$ cat config.mk
export PLATFORM = sky130hd
export DESIGN_NAME = mod_counter
export DESIGN_NICKNAME = d
export VERILOG_FILES = /design/src/rtl/mod_counter_pkg.sv /design/src/rtl/mod_counter_prescaler.sv /design/src/rtl/mod_counter.sv
export SDC_FILE = /design/constraint.sdc
export NUM_CORES = 1
export LEC_CHECK = 0
export CORE_ASPECT_RATIO = 0.5
export CORE_MARGIN = 5
export CORE_UTILIZATION = 46
export CTS_BUF_LIST = sky130_fd_sc_hd__clkbuf_16
export DETAILED_ROUTE_END_ITERATION = 12
export GPL_TIMING_DRIVEN = 0
export PLACE_DENSITY_LB_ADDON = 0.08
export SETUP_SLACK_MARGIN = 0.1
export SYNTH_ARGS = -nofsm -noshare
export SYNTH_HDL_FRONTEND = slang
export SYNTH_SLANG_ARGS = --single-unit
$ cat constraint.sdc
create_clock -name clk -period 2.31 [get_ports clk]
set_clock_uncertainty 0.15 [all_clocks]
set_input_delay 0.3465 -clock clk [delete_from_list [all_inputs] [get_ports clk]]
set_output_delay 0.3465 -clock clk [all_outputs]
set_load 0.05 [all_outputs]
$ cat src/rtl/mod_counter_pkg.sv
// Shared encodings and default sizes for the programmable-modulo timer/event counter.
// Optional feature macro used by the counter: MOD_COUNTER_STICKY_EN.
package mod_counter_pkg;

    localparam int   WIDTH_DEF      = 8;
    localparam int   PRESCALE_W_DEF = 4;

    localparam logic DIR_UP   = 1'b1;
    localparam logic DIR_DOWN = 1'b0;
    localparam logic MODE_SAT  = 1'b1;
    localparam logic MODE_WRAP = 1'b0;

endpackage

$ cat src/rtl/mod_counter_prescaler.sv
// Prescaler for mod_counter: emits one tick every (prescale+1) enabled cycles.
// A live prescale below the current phase is treated as an immediate match.
module mod_counter_prescaler
    import mod_counter_pkg::*;
#(
    parameter int PRESCALE_W = PRESCALE_W_DEF
) (
    input  logic                  clk,
    input  logic                  rst,
    input  logic                  en,
    input  logic                  clr,
    input  logic [PRESCALE_W-1:0] prescale,
    output logic                  tick
);

    localparam logic [PRESCALE_W-1:0] PCNT_ONE = {{(PRESCALE_W-1){1'b0}}, 1'b1};

    logic [PRESCALE_W-1:0] pcnt_q;
    logic [PRESCALE_W-1:0] pcnt_d;

    // Next prescaler phase and tick decode
    always_comb begin
        pcnt_d = pcnt_q;
        tick   = 1'b0;
        if (en && (pcnt_q >= prescale)) begin
            tick = 1'b1;
        end else begin
            tick = 1'b0;
        end
        if (clr) begin
            pcnt_d = '0;
        end else if (en) begin
            if (tick) begin
                pcnt_d = '0;
            end else begin
                pcnt_d = pcnt_q + PCNT_ONE;
            end
        end else begin
            pcnt_d = pcnt_q;
        end
    end

    // Prescaler phase register
    always_ff @(posedge clk) begin
        if (rst) begin
            pcnt_q <= '0;
        end else begin
            pcnt_q <= pcnt_d;
        end
    end

endmodule

$ cat src/rtl/mod_counter.sv
// Programmable-modulo up/down counter with prescaler, parallel load, wrap/saturate
// mode and terminal-count/wrap flags. Optional sticky overflow via MOD_COUNTER_STICKY_EN.
module mod_counter
    import mod_counter_pkg::*;
#(
    parameter int WIDTH      = WIDTH_DEF,
    parameter int PRESCALE_W = PRESCALE_W_DEF
) (
    input  logic                  clk,
    input  logic                  rst,
    input  logic                  en,
    input  logic                  up,
    input  logic                  sat_mode,
    input  logic [WIDTH-1:0]      mod_max,
    input  logic [PRESCALE_W-1:0] prescale,
    input  logic                  load,
    input  logic [WIDTH-1:0]      load_val,
`ifdef MOD_COUNTER_STICKY_EN
    input  logic                  ovf_clr,
    output logic                  ovf_sticky,
`endif
    output logic [WIDTH-1:0]      count,
    output logic                  tc,
    output logic                  wrap
);

    localparam logic [WIDTH-1:0] CNT_ONE = {{(WIDTH-1){1'b0}}, 1'b1};

    logic             tick;
    logic [WIDTH-1:0] count_q;
    logic [WIDTH-1:0] count_d;
    logic             wrap_q;
    logic             wrap_d;

    mod_counter_prescaler #(
        .PRESCALE_W (PRESCALE_W)
    ) u_prescaler (
        .clk      (clk),
        .rst      (rst),
        .en       (en),
        .clr      (load),
        .prescale (prescale),
        .tick     (tick)
    );

    // Load/step datapath; bounds are compared before any arithmetic so 2^WIDTH never wraps
    always_comb begin
        count_d = count_q;
        wrap_d  = 1'b0;
        if (load) begin
            if (load_val > mod_max) begin
                count_d = mod_max;
            end else begin
                count_d = load_val;
            end
        end else if (tick) begin
            if (up == DIR_UP) begin
                if (count_q < mod_max) begin
                    count_d = count_q + CNT_ONE;
                end else if (sat_mode == MODE_SAT) begin
                    count_d = mod_max;
                end else begin
                    count_d = '0;
                    wrap_d  = 1'b1;
                end
            end else begin
                if (count_q > mod_max) begin
                    count_d = mod_max;
                end else if (count_q != '0) begin
                    count_d = count_q - CNT_ONE;
                end else if (sat_mode == MODE_SAT) begin
                    count_d = '0;
                end else begin
                    count_d = mod_max;
                    wrap_d  = 1'b1;
                end
            end
        end else begin
            count_d = count_q;
        end
    end

    // Count and wrap-pulse registers
    always_ff @(posedge clk) begin
        if (rst) begin
            count_q <= '0;
            wrap_q  <= 1'b0;
        end else begin
            count_q <= count_d;
            wrap_q  <= wrap_d;
        end
    end

`ifdef MOD_COUNTER_STICKY_EN
    logic ovf_sticky_q;
    logic ovf_sticky_d;

    // Sticky overflow: a new wrap outranks a simultaneous clear
    always_comb begin
        ovf_sticky_d = ovf_sticky_q;
        if (wrap_d) begin
            ovf_sticky_d = 1'b1;
        end else if (ovf_clr) begin
            ovf_sticky_d = 1'b0;
        end else begin
            ovf_sticky_d = ovf_sticky_q;
        end
    end

    // Sticky overflow register
    always_ff @(posedge clk) begin
        if (rst) begin
            ovf_sticky_q <= 1'b0;
        end else begin
            ovf_sticky_q <= ovf_sticky_d;
        end
    end

    assign ovf_sticky = ovf_sticky_q;
`endif

    assign count = count_q;
    assign wrap  = wrap_q;
    assign tc    = (up == DIR_UP) ? (count_q >= mod_max) : (count_q == '0);

endmodule

==> key figures <==
Clock tree
  – Sink Count: 13
  – Clk pin slew, worst setup/hold paths: roughly 0.050 ns
  – CTS tree: done
  – Hold buffer count at CTS: 0
  – CTS buffer count: 3
  – CTS max path bufs: 2
  – # H-tree levels: 1
  – Worst-Skew Late Latency: 0.25 ns
  – Clock root cell: clkbuf_16

Hold path
  – Worst hold-check path type: in -> reg

Logic synthesis
  – Synthesized area: 1800 µm²
  – YS warnings: 0
  – Async S/R FF share, synth: 0%
  – Sequential-to-total area share from yosys stat: ~14%
  – Primary FF master, synth: dfxtp_1
  – Yosys reg bits: 13
  – Syn Area/Cell: 7.64 µm²
  – Post-synth EDFFs: 0
  – Top-area cell type share of the netlist area: 16.7%
  – Cell taking the most area after synthesis: ha_1
  – Synth unique cells: 48
  – Top-count cell post-synth: ha_1
  – Mapped Nets: 286
  – Synth top area cells: ha_1 (17%), dfxtp_1 (14%), nand3_1 (5.8%)
  – Post-synth top cells: ha_1 (24), nand3_1 (21), nor2_1 (18), inv_1 (16), nand2_1 (15)
  – Syn Inst Count: 236

Worst setup path
  – Critical path fanouts, max: 4
  – Reg2Reg Depth: 7
  – Setup crit end: tc
  – Crit. End Element: output port
  – Setup crit start: count[5]
  – Reg2reg start: count[6]
  – Critical path type: reg -> out
  – R2r setup slk: -0.04 ns
  – Reg2Reg Capture Point: count[3]
  – Crit path launch type: register
  – WP data required: 1.81 ns
  – Crit path DAT: ~1.9 ns

Layout
  – Core Util, Final: approximately three quarters
  – Multi-input gate area: 1780 µm²
  – Fraction of layout cells with a size suffix above 1: 40.9%
  – P&R area growth vs syn: 60.0%
  – Antenna cells: 0
  – Filler cells: 296
  – Sequential cell area: between 200 and 300 µm²
  – Nets: 354

Run status
  – Failing checks: setup timing
  – Status: finished, violations left

Drt
  – Routed Antenna Nets: 0
  – Total vias in the final route: 2,190
  – DR pass1 iterations: 4
  – DR iter-0 viols: 149
  – Routed length per placed instance: approximately 20 µm
  – WL final: 7070 µm
  – DRC errors left: 0
  – Vias per cell: 6.13

Global route
  – Vias in the first global route: 2,113
  – GRT Util Overall: 26.8%
  – First-pass GRT wire length: 11,100 µm
  – Pin count of the biggest net entering global routing: 11
  – Antenna violations before repair: 0
  – Total gr overflow: 0

Die
  – Core Area: 3840 µm²
  – Die Ht: about 54 µm
  – # IOs: 36
  – Initial core utilization: 46.9%
  – Die width: roughly 99 µm
  – FP Rows: 16
  – Die Area: around 5300 µm²

Placed design
  – Final Wtd Congestion: 0.947
  – Port buffer count: 33
  – Pre-CTS setup slack: -1.23 ns
  – DP HPWL: 4790 µm

STA
  – Final Max Slew Viols: 0
  – Worst Slack Setup Final: -0.0531 ns
  – Fin crit share: 102%
  – Final setup viols: 4
  – Fin. Hold Viols: 0
  – Max Fclk: around 420 MHz
  – Period minus WS final: between 2 and 2.5 ns
  – Worst Tran Pin Value: 0.598 ns
  – Relative slew slack: 60.2%
  – RSZ-0062 raised after global routing: yes

Power
  – Pwr per Cell Area: 446 nW/µm²
  – Design Power: 1.29 mW
  – Leakage power: approximately 1.2 nW
  – Worst IR Drop VDD: 0.000263 V

Flow run
  – Max Cap Viol: 0
[registers in the layout (all words and copies together), names as in the netlist]
signal	flops
count	8
u_prescaler.pcnt_q	4
wrap	1
[layout make-up]
class,count,area share (%)
tap,54,2.34
clock buffer,3,2.60
sequential,13,9.84
clock inverter,1,0.130
multi-input combinational,193,61.5
inverter,17,2.65
timing repair buffer,63,17.6
buffer,13,3.30
[routing by layer]
layer / GRT usage, % / routed length [µm] / share of wire [%]
met1: 36.4 / 3080 / 44
met2: 46.4 / 3290 / 46
met3: 5.09 / 672 / 9.5
met4: 3.40 / 31 / 0.44
met5: 0 / 0 / 0
[worst min-delay path by stage]
stage	startpoint	to	slack (ns)	cells after the start
detailed placement	u_prescaler.pcnt_q[0]	u_prescaler.pcnt_q[0]	0.40	2
global placement	u_prescaler.pcnt_q[0]	u_prescaler.pcnt_q[0]	0.39	2
finish	mod_max[7]	count[7]	0.29	3
floorplan	mod_max[7]	count[7]	0.35	2
CTS	mod_max[4]	count[4]	0.30	3
global route	mod_max[7]	count[7]	0.31	3
[placed cells by master, fill, tap and decap left out, drive strengths merged, types with 5 or more instances in the layout]
master / netlist / routed
clkdlybuf4s50: 0 / 10
nand3: 21 / 21
o21ai: 11 / 11
a21oi: 9 / 9
buf: 9 / 48
nor2: 18 / 18
nor3: 5 / 5
inv: 17 / 18
xnor2: 5 / 5
xor2: 8 / 8
nand2: 15 / 15
ha: 24 / 24
nor4: 5 / 5
nand2b: 6 / 6
clkbuf: 4 / 12
nand4: 10 / 10
o211ai: 7 / 7
dfxtp: 13 / 13
a31oi: 8 / 8
a221o: 5 / 5
[report_power, final]
group / switching, mW / total [mW] / internal (mW)
clock: 0.103 / 0.332 / 0.229
sequential: 0.0196 / 0.261 / 0.241
combinational: 0.397 / 0.694 / 0.296
[repair_timing]
action / 4_1_cts / 5_1_grt
buffers inserted: 24 / 6
resized for setup: 105 / 30
pin swaps: 32 / 21
endpoints found under the hold margin: 0 / 0
setup endpoints to repair: 10 / 11
[worst max-delay path, stage by stage, from the launching register on]
cell	delay (ns)
dfxtp_4	0.36
ha_4	0.24
a211oi_2	0.25
nor2_2	0.08
or2_4	0.27
nor2_4	0.14
a31oi_4	0.10
buf_6	0.18
[metrics by stage]
step	cell area [µm²]	std cells	hold WS [ns]	setup TNS (ns)
6_report	2890	357	0.293	-0.0914
5_1_grt	2890	357	0.309	-0.567
4_1_cts	2780	351	0.300	-0.0196
3_5_place_dp	2300	323	0.400	-7.33
3_3_place_gp	2300	323	0.390	-7.05
2_1_floorplan	1900	236	0.351	0
[cell families after synthesis]
family	after synthesis	share of synthesized area [%]
AOI/OAI and AO/OA	61	26.1
xor gates and xnor gates	13	6.32
adders and majority gates	24	16.7
buffers and inverters	30	7.84
DFF	13	14.4
muxes	2	1.11
and+or+nand+nor	93	27.5
Power figures use the tool's default switching activity.
